## src/rtl/lieat_ifu_ifetch_gen_if.sv

```systemverilog
// Handshake bundle between IFU decode/branch logic, the fetch generator and the I-cache port.
// The slave modport is the generator's view; master is the surrounding logic's view.
interface lieat_ifu_ifetch_gen_if #(
  parameter int unsigned XLEN = 32
);
  logic            req_i_flush;
  logic [XLEN-1:0] req_i_flush_pc;
  logic            req_i_valid;
  logic            req_i_ready;
  logic [XLEN-1:0] req_i_pc;
  logic            req_i_bxx;
  logic            req_i_jal;
  logic            req_i_rs1en;
  logic            req_i_rs1dep;
  logic            req_i_bxx_taken;
  logic [XLEN-1:0] req_i_src1;
  logic [XLEN-1:0] req_i_imm;
  logic            req_i_fencei;
  logic            req_i_nojump;
  logic            req_i_fencei_over;
  logic            req_o_ready;
  logic            req_o_valid;
  logic [XLEN-1:0] req_o_pc;
  logic            gen_busy;

  modport slave (
    input  req_i_flush, req_i_flush_pc, req_i_valid, req_i_pc, req_i_bxx, req_i_jal,
           req_i_rs1en, req_i_rs1dep, req_i_bxx_taken, req_i_src1, req_i_imm,
           req_i_fencei, req_i_nojump, req_i_fencei_over, req_o_ready,
    output req_i_ready, req_o_valid, req_o_pc, gen_busy
  );

  modport master (
    output req_i_flush, req_i_flush_pc, req_i_valid, req_i_pc, req_i_bxx, req_i_jal,
           req_i_rs1en, req_i_rs1dep, req_i_bxx_taken, req_i_src1, req_i_imm,
           req_i_fencei, req_i_nojump, req_i_fencei_over, req_o_ready,
    input  req_i_ready, req_o_valid, req_o_pc, gen_busy
  );
endinterface

```

## src/rtl/lieat_ifu_ifetch_gen.sv

```systemverilog
// Next-PC generator with a small fetch-request FIFO in front of the I-cache request port.
// Handles boot PC, sequential/branch/jalr targets, rs1 dependency wait, fence.i stall and flush.
module lieat_ifu_ifetch_gen #(
  parameter int unsigned     XLEN        = 32,
  parameter logic [XLEN-1:0] PC_DEFAULT  = 32'h80000000,
  parameter int unsigned     FETCH_BYTES = 4,
  parameter int unsigned     RQ_DEPTH    = 2
) (
  input logic                   clock,
  input logic                   reset,
  lieat_ifu_ifetch_gen_if.slave bus
);

  localparam int unsigned     AW = $clog2(RQ_DEPTH);
  localparam logic [XLEN-1:0] FB = XLEN'(FETCH_BYTES);

  typedef enum logic [2:0] {
    StIdle = 3'b001,
    StWait = 3'b010,
    StVald = 3'b100
  } state_e;

  state_e          state_q;
  logic [XLEN-1:0] mem_q [RQ_DEPTH];
  logic [AW-1:0]   rptr_q, wptr_q;
  logic [AW:0]     cnt_q;
  logic            fencei_wait_q, boot_pend_q;
  logic [XLEN-1:0] tgt_q, pc_lat_q, imm_lat_q;

  logic            flush, empty, full, acc, deq, enq_ok, push, fencei_fire;
  logic            enq_valid, out_valid;
  logic [XLEN-1:0] enq_pc, out_pc, seq_pc, base, target;

  always_comb begin
    flush       = bus.req_i_flush;
    empty       = (cnt_q == '0);
    full        = (cnt_q == (AW+1)'(RQ_DEPTH));
    bus.req_i_ready = ~flush & ~full & (state_q == StIdle) & ~fencei_wait_q & ~boot_pend_q;
    acc         = bus.req_i_valid & bus.req_i_ready;
    seq_pc      = bus.req_i_pc + FB;
    base        = bus.req_i_rs1en ? bus.req_i_src1 : bus.req_i_pc;
    target      = (bus.req_i_bxx & ~bus.req_i_bxx_taken) ? seq_pc : base + bus.req_i_imm;
    deq         = ~flush & ~boot_pend_q & ~empty & bus.req_o_ready;
    enq_ok      = ~full | deq;
    fencei_fire = ~flush & fencei_wait_q & bus.req_i_fencei_over;

    // Enqueue sources are mutually exclusive: fence.i and WAIT/VALD all block req_i.
    enq_valid = 1'b0;
    enq_pc    = tgt_q;
    if (!flush) begin
      if (state_q == StVald && enq_ok) begin
        enq_valid = 1'b1;
        enq_pc    = tgt_q;
      end else if (fencei_fire && enq_ok) begin
        enq_valid = 1'b1;
        enq_pc    = pc_lat_q + FB;
      end else if (acc && !bus.req_i_fencei && bus.req_i_nojump) begin
        enq_valid = 1'b1;
        enq_pc    = seq_pc;
      end
    end
    // A bypassed request accepted downstream in the same cycle is never stored.
    push = enq_valid & ~(empty & bus.req_o_ready);

    if (flush) begin
      out_valid = 1'b1;
      out_pc    = bus.req_i_flush_pc;
    end else if (boot_pend_q) begin
      out_valid = 1'b1;
      out_pc    = PC_DEFAULT;
    end else if (!empty) begin
      out_valid = 1'b1;
      out_pc    = mem_q[rptr_q];
    end else begin
      out_valid = enq_valid;
      out_pc    = enq_pc;
    end
    bus.req_o_valid = out_valid & ~reset;
    bus.req_o_pc    = out_pc;
    bus.gen_busy    = ~empty | (state_q != StIdle);
  end

  always_ff @(posedge clock or posedge reset) begin
    if (reset) begin
      state_q       <= StIdle;
      rptr_q        <= '0;
      wptr_q        <= '0;
      cnt_q         <= '0;
      fencei_wait_q <= 1'b0;
      boot_pend_q   <= 1'b1;
      tgt_q         <= '0;
      pc_lat_q      <= '0;
      imm_lat_q     <= '0;
      for (int i = 0; i < int'(RQ_DEPTH); i++) mem_q[i] <= '0;
    end else if (flush) begin
      state_q       <= StIdle;
      fencei_wait_q <= 1'b0;
      boot_pend_q   <= 1'b0;
      rptr_q        <= '0;
      if (bus.req_o_ready) begin
        wptr_q <= '0;
        cnt_q  <= '0;
      end else begin
        mem_q[0] <= bus.req_i_flush_pc;
        wptr_q   <= AW'(1);
        cnt_q    <= (AW+1)'(1);
      end
    end else begin
      if (boot_pend_q && bus.req_o_ready) boot_pend_q <= 1'b0;
      if (push) begin
        mem_q[wptr_q] <= enq_pc;
        wptr_q        <= wptr_q + AW'(1);
      end
      if (deq) rptr_q <= rptr_q + AW'(1);
      cnt_q <= cnt_q + (AW+1)'(push) - (AW+1)'(deq);

      unique case (state_q)
        StIdle: begin
          if (acc) begin
            if (bus.req_i_fencei) begin
              fencei_wait_q <= 1'b1;
              pc_lat_q      <= bus.req_i_pc;
            end else if (bus.req_i_nojump) begin
              state_q <= StIdle;
            end else if (bus.req_i_rs1en && bus.req_i_rs1dep) begin
              pc_lat_q  <= bus.req_i_pc;
              imm_lat_q <= bus.req_i_imm;
              state_q   <= StWait;
            end else if (bus.req_i_bxx || bus.req_i_jal || bus.req_i_rs1en) begin
              tgt_q   <= target;
              state_q <= StVald;
            end
          end
        end
        StWait: begin
          if (!bus.req_i_rs1dep) begin
            tgt_q   <= bus.req_i_src1 + imm_lat_q;
            state_q <= StVald;
          end
        end
        StVald: begin
          if (enq_ok) state_q <= StIdle;
        end
        default: state_q <= StIdle;
      endcase

      // fence.i completion with a full queue parks the resume PC in VALD so it is not lost.
      if (fencei_fire) begin
        fencei_wait_q <= 1'b0;
        if (!enq_ok) begin
          tgt_q   <= pc_lat_q + FB;
          state_q <= StVald;
        end
      end
    end
  end

endmodule

```

## src/flat_wrapper.sv

```systemverilog
// flat-port wrapper written by rule: the top's interface ports become plain ports
module lieat_ifu_ifetch_gen_flat 
#(
  parameter int unsigned     XLEN        = 32,
  parameter logic [XLEN-1:0] PC_DEFAULT  = 32'h80000000,
  parameter int unsigned     FETCH_BYTES = 4,
  parameter int unsigned     RQ_DEPTH    = 2
)
  (clock, reset, bus_req_i_flush, bus_req_i_flush_pc, bus_req_i_valid, bus_req_i_pc, bus_req_i_bxx, bus_req_i_jal, bus_req_i_rs1en, bus_req_i_rs1dep, bus_req_i_bxx_taken, bus_req_i_src1, bus_req_i_imm, bus_req_i_fencei, bus_req_i_nojump, bus_req_i_fencei_over, bus_req_o_ready, bus_req_i_ready, bus_req_o_valid, bus_req_o_pc, bus_gen_busy);
  lieat_ifu_ifetch_gen_if #(.XLEN(XLEN)) bus_i ();
  input logic clock;
  input logic reset;
  input wire logic [$bits(bus_i.req_i_flush)-1:0] bus_req_i_flush;
  input wire logic [$bits(bus_i.req_i_flush_pc)-1:0] bus_req_i_flush_pc;
  input wire logic [$bits(bus_i.req_i_valid)-1:0] bus_req_i_valid;
  input wire logic [$bits(bus_i.req_i_pc)-1:0] bus_req_i_pc;
  input wire logic [$bits(bus_i.req_i_bxx)-1:0] bus_req_i_bxx;
  input wire logic [$bits(bus_i.req_i_jal)-1:0] bus_req_i_jal;
  input wire logic [$bits(bus_i.req_i_rs1en)-1:0] bus_req_i_rs1en;
  input wire logic [$bits(bus_i.req_i_rs1dep)-1:0] bus_req_i_rs1dep;
  input wire logic [$bits(bus_i.req_i_bxx_taken)-1:0] bus_req_i_bxx_taken;
  input wire logic [$bits(bus_i.req_i_src1)-1:0] bus_req_i_src1;
  input wire logic [$bits(bus_i.req_i_imm)-1:0] bus_req_i_imm;
  input wire logic [$bits(bus_i.req_i_fencei)-1:0] bus_req_i_fencei;
  input wire logic [$bits(bus_i.req_i_nojump)-1:0] bus_req_i_nojump;
  input wire logic [$bits(bus_i.req_i_fencei_over)-1:0] bus_req_i_fencei_over;
  input wire logic [$bits(bus_i.req_o_ready)-1:0] bus_req_o_ready;
  output wire logic [$bits(bus_i.req_i_ready)-1:0] bus_req_i_ready;
  output wire logic [$bits(bus_i.req_o_valid)-1:0] bus_req_o_valid;
  output wire logic [$bits(bus_i.req_o_pc)-1:0] bus_req_o_pc;
  output wire logic [$bits(bus_i.gen_busy)-1:0] bus_gen_busy;
  assign bus_i.req_i_flush = bus_req_i_flush;
  assign bus_i.req_i_flush_pc = bus_req_i_flush_pc;
  assign bus_i.req_i_valid = bus_req_i_valid;
  assign bus_i.req_i_pc = bus_req_i_pc;
  assign bus_i.req_i_bxx = bus_req_i_bxx;
  assign bus_i.req_i_jal = bus_req_i_jal;
  assign bus_i.req_i_rs1en = bus_req_i_rs1en;
  assign bus_i.req_i_rs1dep = bus_req_i_rs1dep;
  assign bus_i.req_i_bxx_taken = bus_req_i_bxx_taken;
  assign bus_i.req_i_src1 = bus_req_i_src1;
  assign bus_i.req_i_imm = bus_req_i_imm;
  assign bus_i.req_i_fencei = bus_req_i_fencei;
  assign bus_i.req_i_nojump = bus_req_i_nojump;
  assign bus_i.req_i_fencei_over = bus_req_i_fencei_over;
  assign bus_i.req_o_ready = bus_req_o_ready;
  assign bus_req_i_ready = bus_i.req_i_ready;
  assign bus_req_o_valid = bus_i.req_o_valid;
  assign bus_req_o_pc = bus_i.req_o_pc;
  assign bus_gen_busy = bus_i.gen_busy;
  lieat_ifu_ifetch_gen #(.XLEN(XLEN), .PC_DEFAULT(PC_DEFAULT), .FETCH_BYTES(FETCH_BYTES), .RQ_DEPTH(RQ_DEPTH)) u_core (.clock(clock), .reset(reset), .bus(bus_i));
endmodule
```

## config.mk

```make
export PLATFORM = sky130hd
export DESIGN_NAME = lieat_ifu_ifetch_gen_flat
export DESIGN_NICKNAME = d
export VERILOG_FILES = /design/src/rtl/lieat_ifu_ifetch_gen_if.sv /design/src/rtl/lieat_ifu_ifetch_gen.sv /design/src/flat_wrapper.sv
export SDC_FILE = /design/constraint.sdc
export NUM_CORES = 1
export LEC_CHECK = 0
export BUFFER_PORTS_ARGS = -buffer_cell sky130_fd_sc_hd__buf_4
export CAP_MARGIN = 20
export CORE_ASPECT_RATIO = 0.8
export CORE_MARGIN = 3
export CORE_UTILIZATION = 54
export DETAILED_ROUTE_END_ITERATION = 7
export PLACE_DENSITY = 0.81
export SETUP_SLACK_MARGIN = 0.02
export SLEW_MARGIN = 5
export SYNTH_ARGS = -nofsm -noshare
export SYNTH_HDL_FRONTEND = slang
export SYNTH_SLANG_ARGS = --single-unit
```

## constraint.sdc

```tcl
create_clock -name clock -period 4.9 [get_ports clock]
set_input_delay 0.49 -clock clock [delete_from_list [all_inputs] [get_ports clock]]
set_output_delay 0.49 -clock clock [all_outputs]
set_load 0.02 [all_outputs]
```

; After elaboration in Yosys (flattened, before gate mapping)
; Cells that the tools add are included.
[word_totals]
reg_bits = 169
output_inout_bits = 35
[classes]
n_bitwise = 28
eq_ne = 7
n_addsub = 8
n_lt_le_gt_ge = 3
n_reduce_logical = 23
muxes = 62
[ops]
columns = op, count
row1 = $mux 32, 26
row2 = $add 32x3->32 const B, 2
row3 = $add 32x32->32, 2
row4 = $bwmux 64, 1
row5 = $mux 64, 1
row6 = $pmux 32 s2, 1
row7 = $demux 32 s1, 1
row8 = $mux 3, 10
row9 = $mux 1, 20
row10 = $and 1x1->1, 14
row11 = $not 1->1, 10
row12 = $pmux 3 s3, 1
row13 = $reduce_bool 3->1, 3
row14 = $reduce_bool 2->1, 4
row15 = $logic_and 1x1->1, 7
row16 = $reduce_and 6->1, 1
row17 = $reduce_and 5->1, 1
row18 = $ge 2x2->1 const B, 2
row19 = $ne 2x2->1 const B, 2
row20 = $not 1->2, 2
row21 = $reduce_and 2->1, 2
row22 = $eq 3x1->1 const B, 1
row23 = $eq 3x2->1 const B, 1
row24 = $eq 3x3->1 const B, 1
row25 = other kinds (12), 15

; Longest topological paths before layout
[depth]
ltp_word = 17
ltp_mapped = 16
mapped_depth_nobuf = 14

; Worst setup path before layout
; OpenSTA, ideal clock, no wires.
[synth_timing]
kind = input to register
startpoint = input bus_req_i_rs1en
endpoint = register u_core.tgt_q[25]
stages = 14
n_path_buf = 2
arrival_time_ns = 3.621
setup_time_ns = 0.124
slack_ns = 1.155
cell_sequence = clkbuf_1 > clkbuf_1 > mux2_2 > ha_1 > a21o_1 > a21o_1 > a211oi_1 > nand4_1 > o21ba_2 > o21bai_1 > a21o_1 > a31oi_1 > xnor2_1 > a211o_1
[synth_between]
elab_chain_len = 11
[synth_rtl]
columns = item, line_no
row1 = "start, declared", flat_wrapper.sv:19  ; input wire logic [$bits(bus_i.req_i_rs1en)-1:0] bus_req_i_rs1en;
row2 = $mux 32, lieat_ifu_ifetch_gen.sv:41  ; base = bus.req_i_rs1en ? bus.req_i_src1 : bus.req_i_pc;
row3 = $add 32x32->32, lieat_ifu_ifetch_gen.sv:42  ; target = (bus.req_i_bxx & ~bus.req_i_bxx_taken) ? seq_pc : base + bus.req_i_imm;
row4 = $mux 32, lieat_ifu_ifetch_gen.sv:42
row5 = $mux 32, lieat_ifu_ifetch_gen.sv:129  ; end else if (bus.req_i_bxx || bus.req_i_jal || bus.req_i_rs1en) begin
row6 = $mux 32 *, lieat_ifu_ifetch_gen.sv:125  ; end else if (bus.req_i_rs1en && bus.req_i_rs1dep) begin
row7 = $mux 32 *, lieat_ifu_ifetch_gen.sv:123  ; end else if (bus.req_i_nojump) begin
row8 = $mux 32 *, lieat_ifu_ifetch_gen.sv:120  ; if (bus.req_i_fencei) begin
row9 = $mux 32 *, lieat_ifu_ifetch_gen.sv:119  ; if (acc) begin
row10 = $pmux 32 s2 *, lieat_ifu_ifetch_gen.sv:117  ; unique case (state_q)
row11 = $mux 32, lieat_ifu_ifetch_gen.sv:150  ; if (!enq_ok) begin
row12 = $mux 32 *, lieat_ifu_ifetch_gen.sv:148  ; if (fencei_fire) begin
row13 = "end signal, assigned", lieat_ifu_ifetch_gen.sv:130  ; tgt_q <= target;
row14 = "end signal, assigned", lieat_ifu_ifetch_gen.sv:137  ; tgt_q <= bus.req_i_src1 + imm_lat_q;
row15 = "end signal, assigned", lieat_ifu_ifetch_gen.sv:151  ; tgt_q <= pc_lat_q + FB;
row16 = "end, declared", lieat_ifu_ifetch_gen.sv:28  ; logic [XLEN-1:0] tgt_q, pc_lat_q, imm_lat_q;
; Every way passes the cells marked *; elsewhere a longest branch is shown, timed or not.
; A chain may end at the register's enable or synchronous reset.

; Worst setup path after layout
[layout_timing]
startpoint = register u_core.pc_lat_q[8]
endpoint = output bus_req_o_pc[29]
[layout_between]
elab_chain_len = 7
[layout_rtl]
columns = item, line_no
row1 = "start, declared", lieat_ifu_ifetch_gen.sv:28
row2 = "start signal, assigned", lieat_ifu_ifetch_gen.sv:122  ; pc_lat_q <= bus.req_i_pc;
row3 = "start signal, assigned", lieat_ifu_ifetch_gen.sv:126  ; pc_lat_q <= bus.req_i_pc;
row4 = $add 32x3->32, lieat_ifu_ifetch_gen.sv:56  ; enq_pc = pc_lat_q + FB;
row5 = $mux 32, lieat_ifu_ifetch_gen.sv:54  ; end else if (fencei_fire && enq_ok) begin
row6 = $mux 32, lieat_ifu_ifetch_gen.sv:51  ; if (state_q == StVald && enq_ok) begin
row7 = $mux 32, lieat_ifu_ifetch_gen.sv:50  ; if (!flush) begin
row8 = $mux 32, lieat_ifu_ifetch_gen.sv:71  ; end else if (!empty) begin
row9 = $mux 32, lieat_ifu_ifetch_gen.sv:68  ; end else if (boot_pend_q) begin
row10 = $mux 32, lieat_ifu_ifetch_gen.sv:65  ; if (flush) begin
row11 = "end, declared", flat_wrapper.sv:30  ; output wire logic [$bits(bus_i.req_o_pc)-1:0] bus_req_o_pc;
; Every way passes these cells.

==> results.yml <==
sta:
  hold_viol: 0
  fin_worst_skew_ns: 0.0160
  rsz0062_at_grt: "false"
  finalSetupTns_ns: 0
  slew_viol_final: 0
  max_slew_margin_pct: 27.1
  fin_crit_sh_pct: 86.7
  tightest_slew_ns: 1.09
  setup_viol_count_final: 0
  setup_ws_ns: 0.649
  clock.fmax_ghz: 0.235
  period_needed_ns: 4.25
critical_path:
  crit_chain: "nand3_1, nor4b_4, nand2_1, or4_1, nor2_4, xnor2_1, a22oi_2, o22ai_1, nand2_1, a32o_1, buf_4"
  worstSetupPathType: "reg -> out"
  critPathBufInv: 1
  required_ns: 4.41
  rr_startpoint: "u_core.imm_lat_q[0]$_DFFE_PP0P_"
  critPathMaxFanout: 6
  cp_slowest_stage_delay_ns: 0.63
  path_delay_family: "simple AND/OR/NAND/NOR gates"
  cp-end-kind: "output pin"
  cpMostUsedCell: "nand2_1"
  critPathLaunch: "u_core.pc_lat_q[8]$_DFFE_PP0P_"
  cp_slowest_cell: "or4_1"
  critPathLaunchType: "flip-flop"
  crit_arrival_ns: 3.76
logic_synthesis:
  synthCells: 1549
  ys_ff_latch: 169
  synth-xor-area-share_pct: 7.34
  synthArstFlopShare_pct: 100
  synth_compound_area_share_pct: 24.7
  synthSimpleGateAreaFrac_pct: 15.7
  synthAdderAreaFrac_pct: 6.48
  synth_top_family_by_area: "compound AO/OA/AOI/OAI gates"
  synth_fp_nets: 1758
  avgSynthCellArea_um2: 8.63
  yosys_warnings: 0
  ys_seq_area_share_pct: 31.7
  synth.area.top_cells: "dfrtp_1 (31%), mux2_2 (7.8%), ha_1 (6.2%)"
  synth_area_um2: 13400
  synth.distinct_cells: 83
  synth_flop_cell: "dfrtp_1"
  synth_top_cell_area_share_pct: 31.3
  synthMuxAreaShare_pct: 10.6
  synth.largest_area_cell: "dfrtp_1"
  synth_edf_count: 0
placed_design:
  place_ws_ns: 0.840
  dpl.hpwl_um: 32400
  gp_congestion: 0.989
  dpl-instance-area_um2: 14900
  io_buffers: 175
clock_tree:
  clk_pin_slew_worst_paths_ns: 0.08
  cts_htree_levels: 4
  post_cts_resized: 0
  postCtsSetupRepairBufs: 0
  numCtsBuffers: 17
  cts_tree: "done"
  cts_hold_buf: 0
  root_buffer: "clkbuf_16"
  clock_latency_ns: 0.45
  clock-sinks: 169
  clockBufferDepth: 2
global_routing:
  grt_pass1_wl_um: 70300
  grt_pass1_vias: 13002
  track_usage_pct: 32.6
  antenna_found_initial: 0
  grt_remaining_overflow: 0
  grt_start_max_net_pins: 80
routing:
  drtIter0Drc: 1702
  vias: 13287
  drc_errors: 0
  viasPerCell: 6.59
  avgRoutedWirePerCell_um: 22.0
  wl_um: 44300
  ant_nets: 0
  first_pass_iters: 6
status:
  status: "complete, no violations"
die:
  core_region_area_um2: 23800
  io_pins: 176
  die_width_um: 182
  rows: 50
  fp.dieArea_um2: 26700
  die_h_um: 147
  start_util_pct: 56.1
power_and_ir_drop:
  leakage_nw: 6.80
  vdd_ir_drop_max_uv: 261
  finalPower_mw: 5.48
  p_per_area_nw_per_um2: 351
cells_and_area:
  nets: 1900
  area_growth_pct: 16.6
  final_cell_area_um2: 15600
  layout_common_cells: "nand2_1 (200), buf_4 (200), dfrtp_1 (166)"
  drive_above_1_share_pct: 21.5
  antenna_cells: 0
run:
  max-cap-violations: 0
min_path:
  holdCritPathClass: "in -> async"
[worst paths after layout]
check / end / slack, ns / cells after the start
max: bus_req_o_pc[29] / 0.65 / 11
min: u_core.fencei_wait_q$_DFFE_PP0P_ / 0.08 / 2
max reg2reg: u_core.tgt_q[28]$_DFFE_PP0N_ / 1.33 / 12
min reg2reg: u_core.mem_q[47]$_DFFE_PP0P_ / 0.47 / 2
max in group asynchronous: u_core.rptr_q$_DFFE_PP0P_ / 3.49 / 3
min in group clock: u_core.boot_pend_q$_DFFE_PP1P_ / 0.21 / 2
[worst register-to-register path, delay by kind of cell, from the launching register on]
| kind | cells | cell delay (ns) |
|---|---|---|
| XOR/XNOR | 1 | 0.19 |
| AO/OA/AOI/OAI | 6 | 1.56 |
| flip-flops | 1 | 0.39 |
| adder cells (fa/ha/maj) | 2 | 0.67 |
| AND/OR/NAND/NOR | 3 | 0.61 |
[synth_stat cells, drive strengths merged, types with 3 or more instances]
| library cell | number |
|---|---|
| a211o | 3 |
| a211oi | 7 |
| a21o | 31 |
| a21oi | 118 |
| a221o | 11 |
| a221oi | 10 |
| a22o | 11 |
| a22oi | 42 |
| a311oi | 3 |
| a31oi | 15 |
| a32o | 15 |
| and2 | 8 |
| and3 | 16 |
| and4 | 8 |
| buf | 19 |
| clkbuf | 59 |
| dfrtp | 167 |
| ha | 66 |
| inv | 33 |
| mux2 | 95 |
| mux2i | 34 |
| nand2 | 200 |
| nand2b | 9 |
| nand3 | 34 |
| nand4 | 18 |
| nor2 | 114 |
| nor2b | 8 |
| nor3 | 17 |
| nor3b | 4 |
| nor4 | 3 |
| o211ai | 14 |
| o21a | 9 |
| o21ai | 136 |
| o21bai | 8 |
| o221ai | 10 |
| o22a | 4 |
| o22ai | 35 |
| o31ai | 7 |
| or2 | 3 |
| or3 | 3 |
| xnor2 | 62 |
| xor2 | 50 |
[routing by layer]
layer	global-route usage (%)	up-vias	share of wire [%]
met1	44.8	6364	42
met2	50.1	746	45
met3	6.58	166	8.9
met5	0	-	0
li1	-	6011	-
met4	14.7	0	5.0
[cells by family after synthesis]
kind of cell             after synthesis
AO/OA/AOI/OAI                        510
AND/OR/NAND/NOR                      450
flip-flops                           169
multiplexers                         129
XOR/XNOR                             112
buffers and inverters                111
adder cells (fa/ha/maj)               68
[final cells by class]
| type | instances | area [um2] |
|---|---|---|
| clock buffers | 19 | 443 |
| multi-input cells | 1269 | 8690 |
| clock inverters | 13 | 169 |
| repair buffers | 201 | 1530 |
| flip-flops and latches | 169 | 4230 |
| fillers | 2018 | 8250 |
| well taps | 312 | 390 |
| inverters | 33 | 128 |
[power by group]
| part | switching, mW | internal, mW | total [mW] |
|---|---|---|---|
| registers | 0.243 | 1.69 | 1.93 |
| clock network | 0.640 | 0.821 | 1.46 |
| logic | 1.18 | 0.900 | 2.08 |
| total | 2.07 | 3.41 | 5.48 |
[stage by stage]
step / utilization [%] / hold slack (ns) / std cells
5_1_grt: 65.4 / 0.0947 / 2016
6_report: 65.4 / 0.0766 / 2016
4_1_cts: 65.3 / 0.0774 / 2015
2_1_floorplan: - / 0.438 / 1549
3_3_place_gp: 62.7 / 0.449 / 1983
3_5_place_dp: 62.7 / 0.457 / 1983
[sequential cells by signal, indices dropped and copies added (netlist names)]
name                  cells
u_core.cnt_q              2
u_core.imm_lat_q         32
u_core.wptr_q             1
u_core.state_q            3
u_core.rptr_q             1
u_core.mem_q             64
u_core.boot_pend_q        1
u_core.pc_lat_q          32
u_core.tgt_q             32
u_core.fencei_wait_q      1
(Power assumes the default switching activity.)
